==> src/rtl/mc_pkg.sv <==
// Shared definitions for the multicycle MIPS control path: FSM state
// encoding, opcodes, ALU operation codes, mux select encodings and the
// bundle of control outputs driven by the FSM.
package mc_pkg;

  // FSM states, encoded in sequence order with FETCH at zero.
  typedef enum logic [3:0] {
    S_FETCH   = 4'd0,
    S_DECODE  = 4'd1,
    S_MEMADR  = 4'd2,
    S_MEMRD   = 4'd3,
    S_MEMWB   = 4'd4,
    S_MEMWR   = 4'd5,
    S_RTYPEEX = 4'd6,
    S_RTYPEWB = 4'd7,
    S_BRANCH  = 4'd8,
    S_IMMEX   = 4'd9,
    S_IMMWB   = 4'd10,
    S_JUMP    = 4'd11
  } state_t;

  // Opcodes recognised by the control path.
  localparam logic [5:0] OP_RTYPE = 6'b000000;
  localparam logic [5:0] OP_LW    = 6'b100011;
  localparam logic [5:0] OP_SW    = 6'b101011;
  localparam logic [5:0] OP_BEQ   = 6'b000100;
  localparam logic [5:0] OP_BNE   = 6'b000101;
  localparam logic [5:0] OP_ADDI  = 6'b001000;
  localparam logic [5:0] OP_ADDIU = 6'b001001;
  localparam logic [5:0] OP_SLTI  = 6'b001010;
  localparam logic [5:0] OP_ANDI  = 6'b001100;
  localparam logic [5:0] OP_ORI   = 6'b001101;
  localparam logic [5:0] OP_XORI  = 6'b001110;
  localparam logic [5:0] OP_LUI   = 6'b001111;
  localparam logic [5:0] OP_J     = 6'b000010;

  // Operation codes handed to the ALU decoder.
  localparam logic [3:0] ALUOP_ADD   = 4'b0000;
  localparam logic [3:0] ALUOP_SUB   = 4'b0001;
  localparam logic [3:0] ALUOP_SLT   = 4'b0010;
  localparam logic [3:0] ALUOP_AND   = 4'b0100;
  localparam logic [3:0] ALUOP_OR    = 4'b0101;
  localparam logic [3:0] ALUOP_XOR   = 4'b0110;
  localparam logic [3:0] ALUOP_LUI   = 4'b0111;
  localparam logic [3:0] ALUOP_RTYPE = 4'b1111;

  // ALU B input select.
  localparam logic [1:0] SRCB_REG   = 2'b00;
  localparam logic [1:0] SRCB_FOUR  = 2'b01;
  localparam logic [1:0] SRCB_IMM   = 2'b10;
  localparam logic [1:0] SRCB_BRIMM = 2'b11;

  // Next-PC source select.
  localparam logic [1:0] PCSRC_ALU    = 2'b00;
  localparam logic [1:0] PCSRC_ALUOUT = 2'b01;
  localparam logic [1:0] PCSRC_JUMP   = 2'b10;

  // Instruction class seen by the FSM after opcode decode.
  typedef enum logic [2:0] {
    IC_RTYPE   = 3'd0,
    IC_LW      = 3'd1,
    IC_SW      = 3'd2,
    IC_BEQ     = 3'd3,
    IC_BNE     = 3'd4,
    IC_IMM     = 3'd5,
    IC_JUMP    = 3'd6,
    IC_ILLEGAL = 3'd7
  } iclass_t;

  // All control outputs of the FSM as one bundle, so a single '0 clears them.
  typedef struct packed {
    logic       pcen;
    logic       irwrite;
    logic       iord;
    logic       memwrite;
    logic       regwrite;
    logic       regdst;
    logic       memtoreg;
    logic       alusrca;
    logic [1:0] alusrcb;
    logic       extop;
    logic [1:0] pcsrc;
    logic [3:0] aluop;
    logic       illegal;
  } ctrl_t;

endpackage

==> src/rtl/mc_opdec.sv <==
// Combinational opcode decoder: classifies the IR opcode and supplies the
// ALU operation and immediate extension mode used by immediate instructions.
module mc_opdec
  import mc_pkg::*;
(
  input  logic [5:0] op,
  output iclass_t    iclass,
  output logic [3:0] imm_aluop,
  output logic       imm_extop
);

  // Map opcode to instruction class; anything unlisted is illegal.
  always_comb begin
    iclass = IC_ILLEGAL;
    case (op)
      OP_RTYPE: iclass = IC_RTYPE;
      OP_LW:    iclass = IC_LW;
      OP_SW:    iclass = IC_SW;
      OP_BEQ:   iclass = IC_BEQ;
      OP_BNE:   iclass = IC_BNE;
      OP_ADDI, OP_ADDIU, OP_SLTI, OP_ANDI,
      OP_ORI, OP_XORI, OP_LUI:
                iclass = IC_IMM;
      OP_J:     iclass = IC_JUMP;
      default:  iclass = IC_ILLEGAL;
    endcase
  end

  // Immediate-op ALU code; logical ops and lui zero-extend the immediate.
  always_comb begin
    imm_aluop = ALUOP_ADD;
    imm_extop = 1'b0;
    case (op)
      OP_SLTI: imm_aluop = ALUOP_SLT;
      OP_ANDI: begin
        imm_aluop = ALUOP_AND;
        imm_extop = 1'b1;
      end
      OP_ORI: begin
        imm_aluop = ALUOP_OR;
        imm_extop = 1'b1;
      end
      OP_XORI: begin
        imm_aluop = ALUOP_XOR;
        imm_extop = 1'b1;
      end
      OP_LUI: begin
        imm_aluop = ALUOP_LUI;
        imm_extop = 1'b1;
      end
      default: begin
        imm_aluop = ALUOP_ADD;
        imm_extop = 1'b0;
      end
    endcase
  end

endmodule

==> src/rtl/mc_ctrl.sv <==
// Multicycle control FSM for the MIPS core. Sequences each instruction
// through fetch/decode/execute/memory/writeback and drives every datapath
// enable, mux select and the aluop for the ALU decoder.
//
// Memory handshake: in FETCH, MEMRD and MEMWR the FSM presents an access
// (address select, and memwrite in MEMWR) and holds it unchanged until the
// cycle in which mem_ready=1; that cycle completes the access and the FSM
// advances on the following edge. mem_ready is ignored in all other states.
module mc_ctrl
  import mc_pkg::*;
(
  input  logic       clk,
  input  logic       reset,
  input  logic [5:0] op,
  input  logic       zero,
  input  logic       mem_ready,
  output logic       pcen,
  output logic       irwrite,
  output logic       iord,
  output logic       memwrite,
  output logic       regwrite,
  output logic       regdst,
  output logic       memtoreg,
  output logic       alusrca,
  output logic [1:0] alusrcb,
  output logic       extop,
  output logic [1:0] pcsrc,
  output logic [3:0] aluop,
  output logic       illegal
);

  // Current state is kept under a stable name so checkers can bind to it.
  state_t  state;
  state_t  state_n;
  ctrl_t   ctrl;
  iclass_t iclass;
  logic [3:0] imm_aluop;
  logic       imm_extop;

  mc_opdec u_opdec (
    .op        (op),
    .iclass    (iclass),
    .imm_aluop (imm_aluop),
    .imm_extop (imm_extop)
  );

  // State register with synchronous reset back to FETCH.
  always_ff @(posedge clk) begin
    if (reset) begin
      state <= S_FETCH;
    end else begin
      state <= state_n;
    end
  end

  // Next-state and output decode; reset forces every output low at once,
  // so a held write strobe drops in the very cycle reset is raised.
  always_comb begin
    ctrl    = '0;
    state_n = state;
    case (state)
      S_FETCH: begin
        ctrl.alusrcb = SRCB_FOUR;
        ctrl.aluop   = ALUOP_ADD;
        ctrl.pcsrc   = PCSRC_ALU;
        if (mem_ready) begin
          ctrl.irwrite = 1'b1;
          ctrl.pcen    = 1'b1;
          state_n      = S_DECODE;
        end
      end
      S_DECODE: begin
        // Branch target is precomputed here from PC + (imm << 2).
        ctrl.alusrcb = SRCB_BRIMM;
        ctrl.aluop   = ALUOP_ADD;
        case (iclass)
          IC_LW, IC_SW:   state_n = S_MEMADR;
          IC_RTYPE:       state_n = S_RTYPEEX;
          IC_BEQ, IC_BNE: state_n = S_BRANCH;
          IC_IMM:         state_n = S_IMMEX;
          IC_JUMP:        state_n = S_JUMP;
          default: begin
            ctrl.illegal = 1'b1;
            state_n      = S_FETCH;
          end
        endcase
      end
      S_MEMADR: begin
        ctrl.alusrca = 1'b1;
        ctrl.alusrcb = SRCB_IMM;
        ctrl.aluop   = ALUOP_ADD;
        state_n      = (iclass == IC_LW) ? S_MEMRD : S_MEMWR;
      end
      S_MEMRD: begin
        ctrl.iord = 1'b1;
        if (mem_ready) state_n = S_MEMWB;
      end
      S_MEMWB: begin
        ctrl.memtoreg = 1'b1;
        ctrl.regwrite = 1'b1;
        state_n       = S_FETCH;
      end
      S_MEMWR: begin
        ctrl.iord     = 1'b1;
        ctrl.memwrite = 1'b1;
        if (mem_ready) state_n = S_FETCH;
      end
      S_RTYPEEX: begin
        ctrl.alusrca = 1'b1;
        ctrl.alusrcb = SRCB_REG;
        ctrl.aluop   = ALUOP_RTYPE;
        state_n      = S_RTYPEWB;
      end
      S_RTYPEWB: begin
        ctrl.regdst   = 1'b1;
        ctrl.regwrite = 1'b1;
        state_n       = S_FETCH;
      end
      S_BRANCH: begin
        ctrl.alusrca = 1'b1;
        ctrl.alusrcb = SRCB_REG;
        ctrl.aluop   = ALUOP_SUB;
        ctrl.pcsrc   = PCSRC_ALUOUT;
        ctrl.pcen    = (iclass == IC_BEQ) ? zero : ~zero;
        state_n      = S_FETCH;
      end
      S_IMMEX: begin
        ctrl.alusrca = 1'b1;
        ctrl.alusrcb = SRCB_IMM;
        ctrl.aluop   = imm_aluop;
        ctrl.extop   = imm_extop;
        state_n      = S_IMMWB;
      end
      S_IMMWB: begin
        ctrl.regwrite = 1'b1;
        state_n       = S_FETCH;
      end
      S_JUMP: begin
        ctrl.pcsrc = PCSRC_JUMP;
        ctrl.pcen  = 1'b1;
        state_n    = S_FETCH;
      end
      default: begin
        state_n = S_FETCH;
      end
    endcase
    if (reset) begin
      ctrl = '0;
    end
  end

  assign pcen     = ctrl.pcen;
  assign irwrite  = ctrl.irwrite;
  assign iord     = ctrl.iord;
  assign memwrite = ctrl.memwrite;
  assign regwrite = ctrl.regwrite;
  assign regdst   = ctrl.regdst;
  assign memtoreg = ctrl.memtoreg;
  assign alusrca  = ctrl.alusrca;
  assign alusrcb  = ctrl.alusrcb;
  assign extop    = ctrl.extop;
  assign pcsrc    = ctrl.pcsrc;
  assign aluop    = ctrl.aluop;
  assign illegal  = ctrl.illegal;

endmodule

==> config.mk <==
export PLATFORM = sky130hd
export DESIGN_NAME = mc_ctrl
export DESIGN_NICKNAME = d
export VERILOG_FILES = /design/src/rtl/mc_pkg.sv /design/src/rtl/mc_opdec.sv /design/src/rtl/mc_ctrl.sv
export SDC_FILE = /design/constraint.sdc
export NUM_CORES = 1
export LEC_CHECK = 0
export CORE_MARGIN = 2
export CORE_UTILIZATION = 45
export CTS_CLUSTER_SIZE = 28
export DETAILED_ROUTE_END_ITERATION = 12
export GPL_TIMING_DRIVEN = 0
export PLACE_DENSITY = 0.79
export SETUP_SLACK_MARGIN = 0.05
export SYNTH_ARGS = -nofsm -noshare
export SYNTH_HDL_FRONTEND = slang
export SYNTH_SLANG_ARGS = --single-unit
==> constraint.sdc <==
create_clock -name clk -period 3.5 [get_ports clk]
set_input_delay 0.7 -clock clk [delete_from_list [all_inputs] [get_ports clk]]
set_output_delay 0.7 -clock clk [all_outputs]
set_load 0.05 [all_outputs]
==> results.sh, run 1 <==
export IMPL_outcome="finished clean"
export IMPL_cp_common_cell="clkdlybuf4s50_1"
export IMPL_grt_antenna_before_repair=0
export IMPL_cp_max_fo=10
export IMPL_die_h_um=47.5
export IMPL_crit_path_end_kind="output pin"
export IMPL_finalPower_uw=219
export IMPL_worst_pin_slew_ps=501
export IMPL_rows=15
export IMPL_largest_register="state"
export IMPL_combPwrFrac=0.506
export IMPL_postRouteAntennaNets=0
export IMPL_insertion_delay_ps=230
export IMPL_leakagePower_uw=0.000497
export IMPL_worst_slack_ps=160
export IMPL_hold_viol=0
export IMPL_finalWeightedCongestion=0.845
export IMPL_ios=28
export IMPL_clock_path_buffers=2
export IMPL_p_per_area_nw_per_um2=188
export IMPL_core_um2=1760
export IMPL_synth_sequential_area_ratio=0.0938
export IMPL_drt_first_iter_violations=28
export IMPL_postSynthCellCount=115
export IMPL_ys_ff_latch=4
export IMPL_cts_root_buffer="clkbuf_4"
export IMPL_cp_start_kind="primary input"
export IMPL_fin_skew_ps=1.65
export IMPL_grt_max_degree=11
export IMPL_syn_num_nets=125
export IMPL_ys_warn_count=0
export IMPL_avgRoutedWirePerCell_um=14.2
export IMPL_cts_tree="done"
export IMPL_p_seq_frac=0.235
export IMPL_rsz0062_at_grt="false"
export IMPL_grt_overflow_total=0
export IMPL_cts_htree_levels=1
export IMPL_max_freq_mhz=299
export IMPL_min_path_type="reg -> reg"
export IMPL_yosysUniqueCellTypes=49
export IMPL_initial_core_util=0.484
export IMPL_p_int_uw=132
export IMPL_dp_slack_ps=-76.1
export IMPL_swShare=0.398
export IMPL_stdcell_count=169
export IMPL_biggestRegsByFlops="state (4)"
export IMPL_vias_per_cell=5.82
export IMPL_report_final_slew_viol_count=0
export IMPL_slew_headroom=0.665
export IMPL_period_minus_slack_ps=3340
export IMPL_drcViolationCount=0
export IMPL_ir_drop_mv=0.178
export IMPL_post_route_period_util=0.954
export IMPL_avgSynthCellArea_um2=7.42
export IMPL_portBuffers=26
export IMPL_drive_gt1_frac=0.229
export IMPL_cts_buffers=3
export IMPL_largest_reg_flops=4
export IMPL_worstPathCellList="clkdlybuf4s50_1 > buf_2 > or3_4 > nor2_2 > clkdlybuf4s50_1"
export IMPL_n_antenna_cell=0
export IMPL_hpwl_mm=1.84
export IMPL_clk_pin_slew_ps=40
export IMPL_nets=156
export IMPL_crit_arrival_ps=2640
export IMPL_die_area_um2=2260
export IMPL_place_inst=166
export IMPL_p_sw_uw=87.1
export IMPL_drt_pass1_iterations=4
export IMPL_slowest_delay_ps=810
export IMPL_crit_slowest_cell="clkdlybuf4s50_1"
export IMPL_max_cap_violations=0
export IMPL_vias=984
export IMPL_critical_path_class="in -> out"
export IMPL_first_global_vias=884
export IMPL_area_growth_pct=36.2
export IMPL_cts_sinks=4
export IMPL_totalWireLength_mm=2.41
export IMPL_setup_viol=0
export IMPL_grt_pass1_wl_mm=3.79
export IMPL_clockPowerShare=0.259
export IMPL_syn_area_um2=853
export IMPL_track_usage=0.231
export IMPL_crit_required_ps=2800
export IMPL_dieWidth_um=47.5
[area by class of cell]
class | instances | area, um^2
Sequential cell | 4 | 80.1
Timing Repair Buffer | 26 | 255
Multi-Input combinational cell | 94 | 671
Inverter | 9 | 35.0
Tap cell | 25 | 31.3
Buffer | 8 | 67.6
Clock buffer | 3 | 22.5
Fill cell | 180 | 602
[cells by family after synthesis]
group,share of synthesized area
and+or+nand+nor,0.477
AOI/OAI and AO/OA,0.299
buffers and inverters,0.120
DFF,0.0938
xor gates and xnor gates,0.0103
[timing repair]
action / CTS / global route
resized for setup: 6 / 1
hold buffers: 0 / 0
setup endpoints to repair: 6 / 1
pin swaps: 0 / 0
setup buffers: 0 / 0
[metal layers]
layer	routed length, um	share of wire	GRT usage
met5	0	0	0
met4	12	0.0050	0.0378
met1	1070	0.44	0.275
met3	90	0.037	0.0453
met2	1230	0.51	0.432
[power by group through the flow]
stage | logic [uW] | registers (uW) | clock network (uW)
after floorplan | 77.3 | 50.8 | 0
after global placement | 110 | 51.8 | 0
after detailed placement | 112 | 51.7 | 0
after CTS | 110 | 51.1 | 59.0
after global routing | 119 | 51.4 | 61.6
final | 111 | 51.4 | 56.6
[worst max-delay path: cells and delay by family]
kind          cells  cell delay (ps)
simple gates      2              490
buf+inv           3             1450
[layout by cell type (no fill, tap or decap), types with 2 or more instances in the layout]
cell type / Yosys / routed
a21oi_1: 7 / 7
a31oi_1: 2 / 2
and2_1: 2 / 2
and4_1: 2 / 2
buf_2: 3 / 3
buf_6: 4 / 4
clkbuf_4: 0 / 3
clkdlybuf4s50_1: 0 / 19
dfxtp_1: 4 / 4
dlygate4sd2_1: 0 / 6
inv_1: 8 / 8
nand2_1: 7 / 7
nand2b_1: 5 / 5
nand2b_2: 2 / 2
nand4_1: 2 / 2
nor2_1: 14 / 14
nor2_2: 2 / 2
nor3_1: 4 / 4
nor3b_2: 2 / 2
nor4_1: 3 / 3
o21ai_0: 7 / 7
or2_1: 2 / 2
or2b_1: 3 / 3
or3_4: 2 / 2
[per-stage QoR]
stage	hold slack, ps	setup TNS (ps)	area [um^2]	utilization
final	647	0	1160	0.659
after global routing	693	0	1160	0.659
after CTS	643	0	1160	0.657
after detailed placement	626	-151	1140	0.649
after floorplan	569	0	853	-
after global placement	633	-86.6	1140	0.649
[worst paths after layout]
kind,start,endpoint,slack [ps],depth (start not counted)
worst max-delay path,reset,alusrcb[0],160,5
worst min-delay path,state[0]$_SDFFE_PP0P_,state[3]$_SDFFE_PP0P_,650,2
worst max register to register,state[3]$_SDFFE_PP0P_,state[0]$_SDFFE_PP0P_,2120,4
worst min register to register,state[0]$_SDFFE_PP0P_,state[3]$_SDFFE_PP0P_,650,2
[Yosys cell counts, drive strengths merged]
cell / instances / area (um^2)
a31oi: 2 / 12.5
o21ai: 9 / 48.8
nand2b: 7 / 48.8
o22ai: 1 / 6.26
clkinv: 1 / 5.00
o211ai: 1 / 7.51
a21oi: 8 / 43.8
nor2b: 2 / 22.5
nor3b: 2 / 25.0
o221a: 1 / 11.3
nor3: 4 / 20.0
nor4: 4 / 40.0
o221ai: 2 / 23.8
nor2: 16 / 65.1
or2: 2 / 12.5
a221oi: 1 / 15.0
nand4: 2 / 12.5
a2bb2oi: 1 / 8.76
and2b: 1 / 7.51
inv: 8 / 30.0
xor2: 1 / 8.76
a32oi: 1 / 8.76
buf: 8 / 67.6
nor4b: 1 / 15.0
and2: 2 / 12.5
or2b: 3 / 22.5
or3: 2 / 22.5
and3: 2 / 17.5
dfxtp: 4 / 80.1
nand3: 1 / 5.00
nand2: 7 / 26.3
and4: 2 / 17.5
a2111oi: 1 / 15.0
and4b: 1 / 13.8
a31o: 1 / 8.76
o31ai: 1 / 7.51
o211a: 1 / 10.0
o32ai: 1 / 27.5
No activity file was read; power rests on OpenSTA's default activity.
==> run 2, diff against run 1 <==
Clock period 3.5 ns to 3.4 ns, I/O delays scaled along.
==> results.sh, run 2 (synthesized netlist as in run 1, its figures left out) <==
export IMPL_final_cell_mix="clkdlybuf4s50_1 (19), nor2_1 (14), inv_1 (8)"
export IMPL_cp_num_buf_inv=3
export IMPL_crit_slowest_cell="clkdlybuf4s50_1"
export IMPL_postRouteAntennaNets=0
export IMPL_multi_input_area_um2=671
export IMPL_cts_htree_levels=1
export IMPL_die_area_um2=2260
export IMPL_drive_gt1_frac=0.236
export IMPL_finalWeightedCongestion=0.845
export IMPL_slowest_delay_ps=810
export IMPL_core_um2=1760
export IMPL_crit_required_ps=2720
export IMPL_layout_commonest_cell="clkdlybuf4s50_1"
export IMPL_first_global_vias=884
export IMPL_dp_slack_ps=-136
export IMPL_grt_busiest_layer="met2"
export IMPL_grt_antenna_before_repair=0
export IMPL_fillers=180
export IMPL_period_minus_slack_ps=3300
export IMPL_rsz0062_at_grt="false"
export IMPL_dieWidth_um=47.5
export IMPL_cts_buffers=3
export IMPL_grt_overflow_total=0
export IMPL_seqCellArea_um2=80.1
export IMPL_critical_path_class="in -> out"
export IMPL_portBuffers=26
export IMPL_vias_per_cell=5.78
export IMPL_ir_drop_mv=0.183
export IMPL_die_h_um=47.5
export IMPL_insertion_delay_ps=230
export IMPL_worst_pin_slew_ps=501
export IMPL_worstPathCellList="clkdlybuf4s50_1 > buf_2 > or3_4 > nor2_2 > clkdlybuf4s50_1"
export IMPL_fin_tns_setup_ps=0
export IMPL_fin_skew_ps=1.65
export IMPL_initial_core_util=0.484
export IMPL_crit_path_end_kind="output pin"
export IMPL_area_growth_pct=35.9
export IMPL_max_freq_mhz=303
export IMPL_cp_top_family="buffers and inverters"
export IMPL_drt_first_iter_violations=28
export IMPL_slew_headroom=0.665
export IMPL_cts_sinks=4
export IMPL_nets=156
export IMPL_cp_max_fo=10
export IMPL_setup_viol=0
export IMPL_track_usage=0.231
export IMPL_n_antenna_cell=0
export IMPL_drcViolationCount=0
export IMPL_vias=976
export IMPL_avgRoutedWirePerCell_um=14.2
export IMPL_leakagePower_uw=0.000491
export IMPL_met2_usage=0.432
export IMPL_largest_register="state"
export IMPL_worst_slack_ps=100
export IMPL_cp_common_cell="clkdlybuf4s50_1"
export IMPL_min_path_type="reg -> reg"
export IMPL_grt_max_degree=11
export IMPL_p_per_area_nw_per_um2=194
export IMPL_crit_arrival_ps=2620
export IMPL_post_route_period_util=0.970
export IMPL_cp_start_kind="primary input"
export IMPL_cts_tree="done"
export IMPL_clk_pin_slew_ps=40
export IMPL_drt_pass1_iterations=4
export IMPL_outcome="finished clean"
export IMPL_largest_reg_flops=4
export IMPL_cts_root_buffer="clkbuf_4"
export IMPL_totalWireLength_mm=2.40
export IMPL_report_final_slew_viol_count=0
export IMPL_ios=28
export IMPL_max_cap_violations=0
export IMPL_hpwl_mm=1.84
export IMPL_biggestRegsByFlops="state (4)"
export IMPL_rows=15
export IMPL_hold_viol=0
export IMPL_grt_pass1_wl_mm=3.79
export IMPL_use_met1=0.275
export IMPL_use_met3=0.0453
export IMPL_clock_path_buffers=2
-- run 2: changes by cell type in the layout (fill, tap and decap cells not counted), sizes merged --
cell,delta
dlygate4sd2,-2
clkbuf,+1
clkdlybuf4s15,+1
-- run 2: layer usage --
metal / up-vias / routed length [um]
met5: - / 0
met4: 0 / 0
met3: 0 / 90
met2: 29 / 1250
met1: 469 / 1060
li1: 478 / -
-- run 2: power by group --
part | switching, uW | internal (uW)
clock | 18.8 | 39.4
sequential | 3.59 | 49.3
combinational | 67.3 | 46.5
-- run 2: area by class of cell --
cell class              instances  area share
well taps                      25      0.0270
inverters                       9      0.0302
flip-flops and latches          4      0.0690
clock buffers                   3      0.0194
multi-input cells              94       0.578
repair buffers                 26       0.218
plain buffers                   8      0.0583
-- run 2: worst paths after layout --
path / slack, ps / from / to / cells past startpoint
setup / recovery: 100 / reset / alusrcb[0] / 5
setup reg to reg: 2020 / state[3]$_SDFFE_PP0P_ / state[0]$_SDFFE_PP0P_ / 4
hold reg to reg: 650 / state[0]$_SDFFE_PP0P_ / state[3]$_SDFFE_PP0P_ / 2
hold / removal: 650 / state[0]$_SDFFE_PP0P_ / state[3]$_SDFFE_PP0P_ / 2
-- run 2: tightest hold or removal path: cells and delay by family (launching register included) --
kind | cells | cell delay [ps]
DFF | 1 | 350
and+or+nand+nor | 1 | 200
AOI/OAI and AO/OA | 1 | 50
-- run 2: per-stage QoR --
step           hold WS [ps]  total power, uW   util  instance area [um^2]  cells
2_1_floorplan           569              132      -                   853    115
3_3_place_gp            633              167  0.649                  1140    166
3_5_place_dp            626              168  0.649                  1140    166
4_1_cts                 643              227  0.657                  1160    169
5_1_grt                 693              239  0.657                  1160    169
6_report                647              225  0.657                  1160    169
-- run 2: timing repair --
item,CTS,global route
setup endpoints to repair,6,3
hold endpoints to repair,0,0
hold buffers,0,0
buffers inserted,0,0
gates cloned,0,0
pin swaps,0,0
gates resized for setup,6,4
==> run 3, diff against run 2 <==
Settings changed: SLEW_MARGIN set to 20.
==> results of run 3 <==
The final DEF is identical to that of run 2; final timing and power are the same.
